## src/rtl/dmem_arbiter.sv

```systemverilog
// Two-master round-robin arbiter for the single-port data RAM.
// Supports bounded locked bursts; read data returns one cycle after grant.
module dmem_arbiter #(
  parameter int AW        = 8,
  parameter int DW        = 16,
  parameter int MAX_BURST = 4
) (
  input  logic          clk,
  input  logic          rst,
  input  logic          m0_req,
  input  logic          m0_we,
  input  logic          m0_lock,
  input  logic [AW-1:0] m0_addr,
  input  logic [DW-1:0] m0_wdata,
  output logic          m0_gnt,
  output logic          m0_rvalid,
  output logic [DW-1:0] m0_rdata,
  input  logic          m1_req,
  input  logic          m1_we,
  input  logic          m1_lock,
  input  logic [AW-1:0] m1_addr,
  input  logic [DW-1:0] m1_wdata,
  output logic          m1_gnt,
  output logic          m1_rvalid,
  output logic [DW-1:0] m1_rdata,
  output logic [AW-1:0] mem_addr,
  output logic          mem_rd,
  output logic          mem_wr,
  output logic [DW-1:0] mem_wdata,
  input  logic [DW-1:0] mem_rdata,
  output logic [1:0]    owner
);

  localparam int CW = $clog2(MAX_BURST + 1);

  typedef enum logic [1:0] {
    IDLE = 2'b00,
    OWN0 = 2'b01,
    OWN1 = 2'b10
  } state_t;

  state_t        state, state_nx;
  logic          last, last_nx;
  logic [CW-1:0] cnt, cnt_nx;
  logic          rv0, rv1;
  logic          g0, g1;
  logic          sat;

  assign sat = (cnt == CW'(MAX_BURST));

  // Owner keeps the slot unless its burst is spent and the other waits.
  always_comb begin
    g0 = 1'b0;
    g1 = 1'b0;
    if (!rst) begin
      if (state == OWN0 && m0_req) begin
        if (sat && m1_req) g1 = 1'b1;
        else               g0 = 1'b1;
      end else if (state == OWN1 && m1_req) begin
        if (sat && m0_req) g0 = 1'b1;
        else               g1 = 1'b1;
      end else if (m0_req && m1_req) begin
        if (last) g0 = 1'b1;
        else      g1 = 1'b1;
      end else begin
        g0 = m0_req;
        g1 = m1_req;
      end
    end
  end

  always_ff @(posedge clk) begin
    if (rst) begin
      state <= IDLE;
      last  <= 1'b1;
      cnt   <= '0;
      rv0   <= 1'b0;
      rv1   <= 1'b0;
    end else begin
      state <= state_nx;
      last  <= last_nx;
      cnt   <= cnt_nx;
      rv0   <= g0 & ~m0_we;
      rv1   <= g1 & ~m1_we;
    end
  end

  always_comb begin
    state_nx = IDLE;
    cnt_nx   = '0;
    last_nx  = last;
    unique case (1'b1)
      g0: begin
        last_nx  = 1'b0;
        state_nx = m0_lock ? OWN0 : IDLE;
        if (state == OWN0)
          cnt_nx = sat ? cnt : cnt + CW'(1);
        else
          cnt_nx = CW'(1);
      end
      g1: begin
        last_nx  = 1'b1;
        state_nx = m1_lock ? OWN1 : IDLE;
        if (state == OWN1)
          cnt_nx = sat ? cnt : cnt + CW'(1);
        else
          cnt_nx = CW'(1);
      end
      default: ;
    endcase
  end

  always_comb begin
    mem_addr  = '0;
    mem_wdata = '0;
    mem_rd    = 1'b0;
    mem_wr    = 1'b0;
    unique case (1'b1)
      g0: begin
        mem_addr  = m0_addr;
        mem_wdata = m0_wdata;
        mem_wr    = m0_we;
        mem_rd    = ~m0_we;
      end
      g1: begin
        mem_addr  = m1_addr;
        mem_wdata = m1_wdata;
        mem_wr    = m1_we;
        mem_rd    = ~m1_we;
      end
      default: ;
    endcase
  end

  assign m0_gnt    = g0;
  assign m1_gnt    = g1;
  assign m0_rvalid = rv0 & ~rst;
  assign m1_rvalid = rv1 & ~rst;
  assign m0_rdata  = m0_rvalid ? mem_rdata : '0;
  assign m1_rdata  = m1_rvalid ? mem_rdata : '0;
  assign owner     = state;

endmodule

```

## config.mk

```make
export PLATFORM = sky130hd
export DESIGN_NAME = dmem_arbiter
export DESIGN_NICKNAME = d
export VERILOG_FILES = /design/src/rtl/dmem_arbiter.sv
export SDC_FILE = /design/constraint.sdc
export NUM_CORES = 1
export LEC_CHECK = 0
export BUFFER_PORTS_ARGS = -buffer_cell sky130_fd_sc_hd__buf_2
export CAP_MARGIN = 10
export CORE_MARGIN = 2
export CORE_UTILIZATION = 33
export CTS_BUF_LIST = sky130_fd_sc_hd__clkbuf_4 sky130_fd_sc_hd__clkbuf_8
export DETAILED_ROUTE_END_ITERATION = 8
export PLACE_DENSITY = 0.95
export SYNTH_ARGS = -nofsm -noshare
export SYNTH_HDL_FRONTEND = slang
export SYNTH_SLANG_ARGS = --single-unit
```

## constraint.sdc

```tcl
create_clock -name clk -period 3.37 [get_ports clk]
set_clock_uncertainty 0.1 [all_clocks]
set_input_delay 0.337 -clock clk [delete_from_list [all_inputs] [get_ports clk]]
set_output_delay 0.337 -clock clk [all_outputs]
set_load 0.005 [all_outputs]
```

## Word-level counts from Yosys, hierarchy flattened

Index checks and enable logic that the tools add are counted.

| operators by class | value |
|---|---|
| add/sub/neg operators | 1 |
| eq/ne operators | 3 |
| multiplexer cells | 28 |
| bitwise logic cells | 7 |
| reductions and logical operators | 6 |

Operators by type and width:

| kind | number |
|---|---|
| two-way mux 16 bit | 2 |
| one-hot mux 16 bit (2 select lines) | 1 |
| one-hot mux 8 bit (2 select lines) | 1 |
| two-way mux 1 bit | 15 |
| two-way mux 3 bit | 3 |
| one-hot mux 1 bit (2 select lines) | 3 |
| one-hot mux 3 bit (2 select lines) | 1 |
| logical AND 1 bit | 5 |
| bitwise AND 1 bit | 4 |
| one-hot mux 2 bit (2 select lines) | 1 |
| adder 3 x 1 -> 3 bit (second input constant) | 1 |
| == test 3 bit (second input constant) | 1 |
| inverter 1 bit | 3 |
| == test 2 x 1 -> 1 bit (second input constant) | 1 |
| == test 2 bit (second input constant) | 1 |
| two-way mux 2 bit | 1 |
| nonzero test 2 bit | 1 |

| storage, ports and cells | value |
|---|---|
| register bits | 8 |
| input bits | 72 |
| output and inout port bits | 64 |
| logic and storage cells | 50 |

## Depth between registers and ports, before layout

| logic depth | value |
|---|---|
| word-level depth | 7 |
| gate-level depth with buffers | 8 |
| gate-level depth less buffers | 6 |

## Worst setup path before layout

No wires, ideal clock.

| timing path | value |
|---|---|
| path type | register to output |
| start | reg cnt[0] |
| end | out mem_addr[3] |
| data arrival time | 1656 ps |
| required time | 2933 ps |
| slack | 1277 ps |
| stages on the path, launching flop included | 9 |
| path buffers | 2 |
| cells stage by stage | dfxtp_1 > inv_1 > ha_1 > nand2_1 > mux2i_1 > a211oi_2 > buf_4 > buf_6 > a22o_1 |

| between the ends | value |
|---|---|
| cells in the longest elaborated chain, start to end | 7 |
| elaborated cells on any way between the ends | 14 |
| classes of those cells | eq/ne: 1; mux: 11; reduce/logical: 2 |

Ends and longest elaborated chain:

| element | line | source |
|---|---|---|
| from (decl) | 44 | `logic [CW-1:0] cnt, cnt_nx;` |
| from (signal assigned) | 82 | `cnt <= cnt_nx;` |
| == test 3 bit * | 49 | `assign sat = (cnt == CW'(MAX_BURST));` |
| logical AND 1 bit | 60 | `if (sat && m0_req) g0 = 1'b1;` |
| two-way mux 1 bit | 60 |  |
| two-way mux 1 bit | 59 | `end else if (state == OWN1 && m1_req) begin` |
| two-way mux 1 bit | 56 | `if (state == OWN0 && m0_req) begin` |
| two-way mux 1 bit | 55 | `if (!rst) begin` |
| one-hot mux 8 bit (2 select lines) * | 118 | `unique case (1'b1)` |
| to (decl) | 26 | `output logic [AW-1:0] mem_addr,` |

Mark *: on every way between the ends. The rest lies on a longest branch, timed or not.

## Worst setup path in the final report

| timing path | value |
|---|---|
| start | reg cnt[0] |
| end | out mem_wdata[8] |

| between the ends | value |
|---|---|
| cells in the longest elaborated chain, start to end | 7 |
| elaborated cells on any way between the ends | 14 |
| classes of those cells | eq/ne: 1; mux: 11; reduce/logical: 2 |

Ends and longest elaborated chain:

| element | line | source |
|---|---|---|
| == test 3 bit * | 49 |  |
| logical AND 1 bit | 60 |  |
| two-way mux 1 bit | 60 |  |
| two-way mux 1 bit | 59 |  |
| two-way mux 1 bit | 56 |  |
| two-way mux 1 bit | 55 |  |
| one-hot mux 16 bit (2 select lines) * | 118 |  |
| to (decl) | 29 | `output logic [DW-1:0] mem_wdata,` |

Marks and branches as above.

==> run summary <==
The data required time of the critical path came out at 2.93 ns. The logs give 3.530 mm for the final wirelength and 1.033 nW for the static leakage power. The number of hold buffers added after CTS was 0.

The min-delay analysis places its worst path in the category input port to flop. At the later pin of the worst-skew pair, clock insertion delay measures 0.25 ns. Buffers placed on the I/O ports in this run total 135.

In the final routed layout, each cell accounts on average for 12.65 um. The post-cts repair resize count is 0, and the CTS buffer count is 3. Dividing the synthesized area by the synthesized cell count gives 7.946 sq um. The area of the die is 3258 sq um.

The largest driver fanout on the critical path came out at 29. Across the run, the number of max-cap violations was 0. Entering global routing, the biggest net connects 30 pins. The post-route core utilization is 60.39%. In the layout the commonest cells are 135 x sky130_fd_sc_hd__buf_2, 37 x sky130_fd_sc_hd__and2_1, 27 x sky130_fd_sc_hd__a22o_1, 8 x sky130_fd_sc_hd__dfxtp_1, 6 x sky130_fd_sc_hd__inv_1. The power density normalized to cell area was 192.3 nW/um^2. The cell taking the most area after synthesis is sky130_fd_sc_hd__a22o_1.

After clock tree synthesis, the clock-pin slew on the worst setup and hold paths is 0.05 ns. The sink count of the clock tree is 8, and the share of post-route cells with drive strength above 1 is 57.26%. Setup violations remaining at the end of the flow were counted as 0. After detailed routing, the number of vias per cell comes to 4.892. The clock passes through at most 2 buffers.

For this run, the top clock speed supported by timing is 0.3629 GHz. The stage delay of the slowest cell on the critical path was 0.39 ns. The library cell used most frequently in the layout, excluding fill and tap cells, is sky130_fd_sc_hd__buf_2.

The netlist uses 27 different library cells. Worst setup path category: flop to primary output. Setup repair after global routing left no endpoint under its margin. In this run the standard cell core region covers 2710 sq um. Antenna cell count: 0.

The final net count came out at 324. The detailed router finished its first iteration with 37 violations. Once the floorplan was initialized, standard cells occupied 34.30% of the core. The portion of synthesized cell area occupied by the leading cell type is 25.44%. TritonCTS built the clock tree. The critical path goes through inv_1 -> ha_1 -> nand2_1 -> o211ai_1 -> a311oi_4 -> buf_4 -> a22o_1 -> buf_2. After routing, the total negative slack on setup checks comes to 0 ns.

For this run, design rule violations remaining after detail routing come to 0. For the pin with the worst max-slew slack, the measured transition is 0.8112 ns. The largest individual stage delay along the critical path comes from the cell sky130_fd_sc_hd__dfxtp_1. For the initial antenna violation count, the log shows 0. Across all layers, the routed design uses 1365 vias. The HPWL reported at the end of detailed placement is 3.043 mm. The die is 57.08 um tall. The tools report the weighted congestion reported at the end of routability-driven placement as 0.7795.

Final max-slew violation count: 0. The critical path contains buffers and inverters numbering 3 combined. The finished layout holds 279 standard cells, fillers aside. The floorplan die width is 57.08 um. STA classifies the critical path startpoint as a flop. Sorting the synthesized cells by area gives the leading types as sky130_fd_sc_hd__a22o_1 25%, sky130_fd_sc_hd__and2_1 25%, sky130_fd_sc_hd__dfxtp_1 17%. The number of global-route vias before repair is 1221, and the number of nets still failing antenna checks after routing is 0. The run finished with clean final reports. The run gives 0.1862 ns as the hold slack. The run gives 19 as the number of rows created at floorplan. From synthesis to final layout, the design area changed by 76.04%.

For this run, the detailed router's first-pass iteration total came to 4. The all-layer global routing usage was 20.43%; the clock period minus worst slack was 2.755 ns. The footprint of the flip-flops and latches was 160.2 sq um; the final critical-path share of the clock period was 81.76%. The worst slew margin relative to its limit was 45.81%; the number of filler cells placed in the layout was 248. The run gives 0 as the number of failing hold endpoints at the final stage.

For this run the aggregate overflow at the end of global routing stands at 0. Across the VDD grid, the largest voltage drop is 0.0002473 V. The H-tree depth came out at 1. The design draws 0.0003148 W. The worst setup path is captured at a primary output. Counting flops and latches in the post-synthesis netlist gives 8. Summing all multi-input logic gate instances after layout gives 701.9 sq um. CTS placed an instance of sky130_fd_sc_hd__clkbuf_4 at the clock tree root. When the netlist entered floorplanning its net count stood at 191. The logs give 929.6 sq um for the netlist area before placement and 136 for the count of pins on the block boundary. The run gives 0 as the synthesis warning total. The share of the Yosys chip area taken by registers is 17.23%. Once placement completed, the tool counted placed cells totaling 276. The post-synthesis cell count was 117; the number of setup buffers added after CTS was 0. The first global-routing pass estimated 5.292 mm of wire.

Among cell families on the critical path, the largest total delay comes from compound AO/OA/AOI/OAI gates. For the worst setup path, the data arrival time is 2.32 ns.
[cell usage after synthesis (all sizes together)]
library cell and instances:
a211o 1, a211oi 1, a21oi 3, a22o 27, a311o 1, a311oi 1
a41o 1, and2 37, and2b 1, buf 6, clkbuf 3, dfxtp 8
ha 2, inv 6, mux2i 1, nand2 2, nand2b 2, nand3 3
nand3b 1, nor2 2, nor2b 3, o2111ai 1, o211a 1, o211ai 2
o22ai 1
[sequential cells by signal (all words and copies together), names as in the netlist]
| register | cells |
|---|---|
| owner | 2 |
| last | 1 |
| rv1 | 1 |
| rv0 | 1 |
| cnt | 3 |
[final cells by class]
type / instances / area share (%)
sequential: 8 / 9.786
inverter: 6 / 1.376
clock buffer: 3 / 1.376
timing repair buffer: 137 / 42.20
tap: 31 / 2.370
multi-input combinational: 94 / 42.89
[path summary, 6_finish.rpt]
kind / startpoint / endpoint / slack [ns] / depth (start not counted)
min reg2reg: last / last / 0.44 / 1
max: cnt[0] / mem_wdata[8] / 0.61 / 8
min: m0_lock / owner[0] / 0.19 / 2
max reg2reg: cnt[0] / rv0 / 1.31 / 7
[where the power goes]
group          internal, W  leakage (nW)  switching, W   total, W
clock            0.0000405        0.0138     0.0000290  0.0000694
sequential       0.0000989        0.0656    0.00000321   0.000102
combinational    0.0000798         0.954     0.0000634   0.000143
total             0.000219          1.03     0.0000956   0.000315
[metal layers]
metal / track usage (%) / vias to the layer above / share of wire, %
met4: 5.648 / 0 / 1.5
met2: 41.22 / 86 / 54
li1: - / 693 / -
met5: 0 / - / 0
met3: 2.948 / 6 / 9.3
met1: 21.53 / 580 / 35
[logic make-up after synthesis]
group                      share of synthesized area (%)
and+or+nand+nor                                    33.11
AOI/OAI and AO/OA                                  37.42
buffers and inverters                              8.479
DFF                                                17.23
adders and majority gates                          2.691
muxes                                              1.077
[per-stage QoR]
stage / cell area [sq um] / worst slack, ns
global placement: 1614 / 1.001
detailed placement: 1614 / 0.8981
global route: 1637 / 0.5265
floorplan: 929.6 / 1.277
CTS: 1637 / 0.6143
finish: 1637 / 0.6146
[worst reg2reg max path, delay by kind of cell (launching register included)]
kind | cells | cell delay, ns
buffers and inverters | 2 | 0.39
AND/OR/NAND/NOR | 2 | 0.38
flip-flops | 1 | 0.39
adder cells (fa/ha/maj) | 1 | 0.24
AO/OA/AOI/OAI | 2 | 0.50
Note: power is estimated with default switching activity, not from simulation.
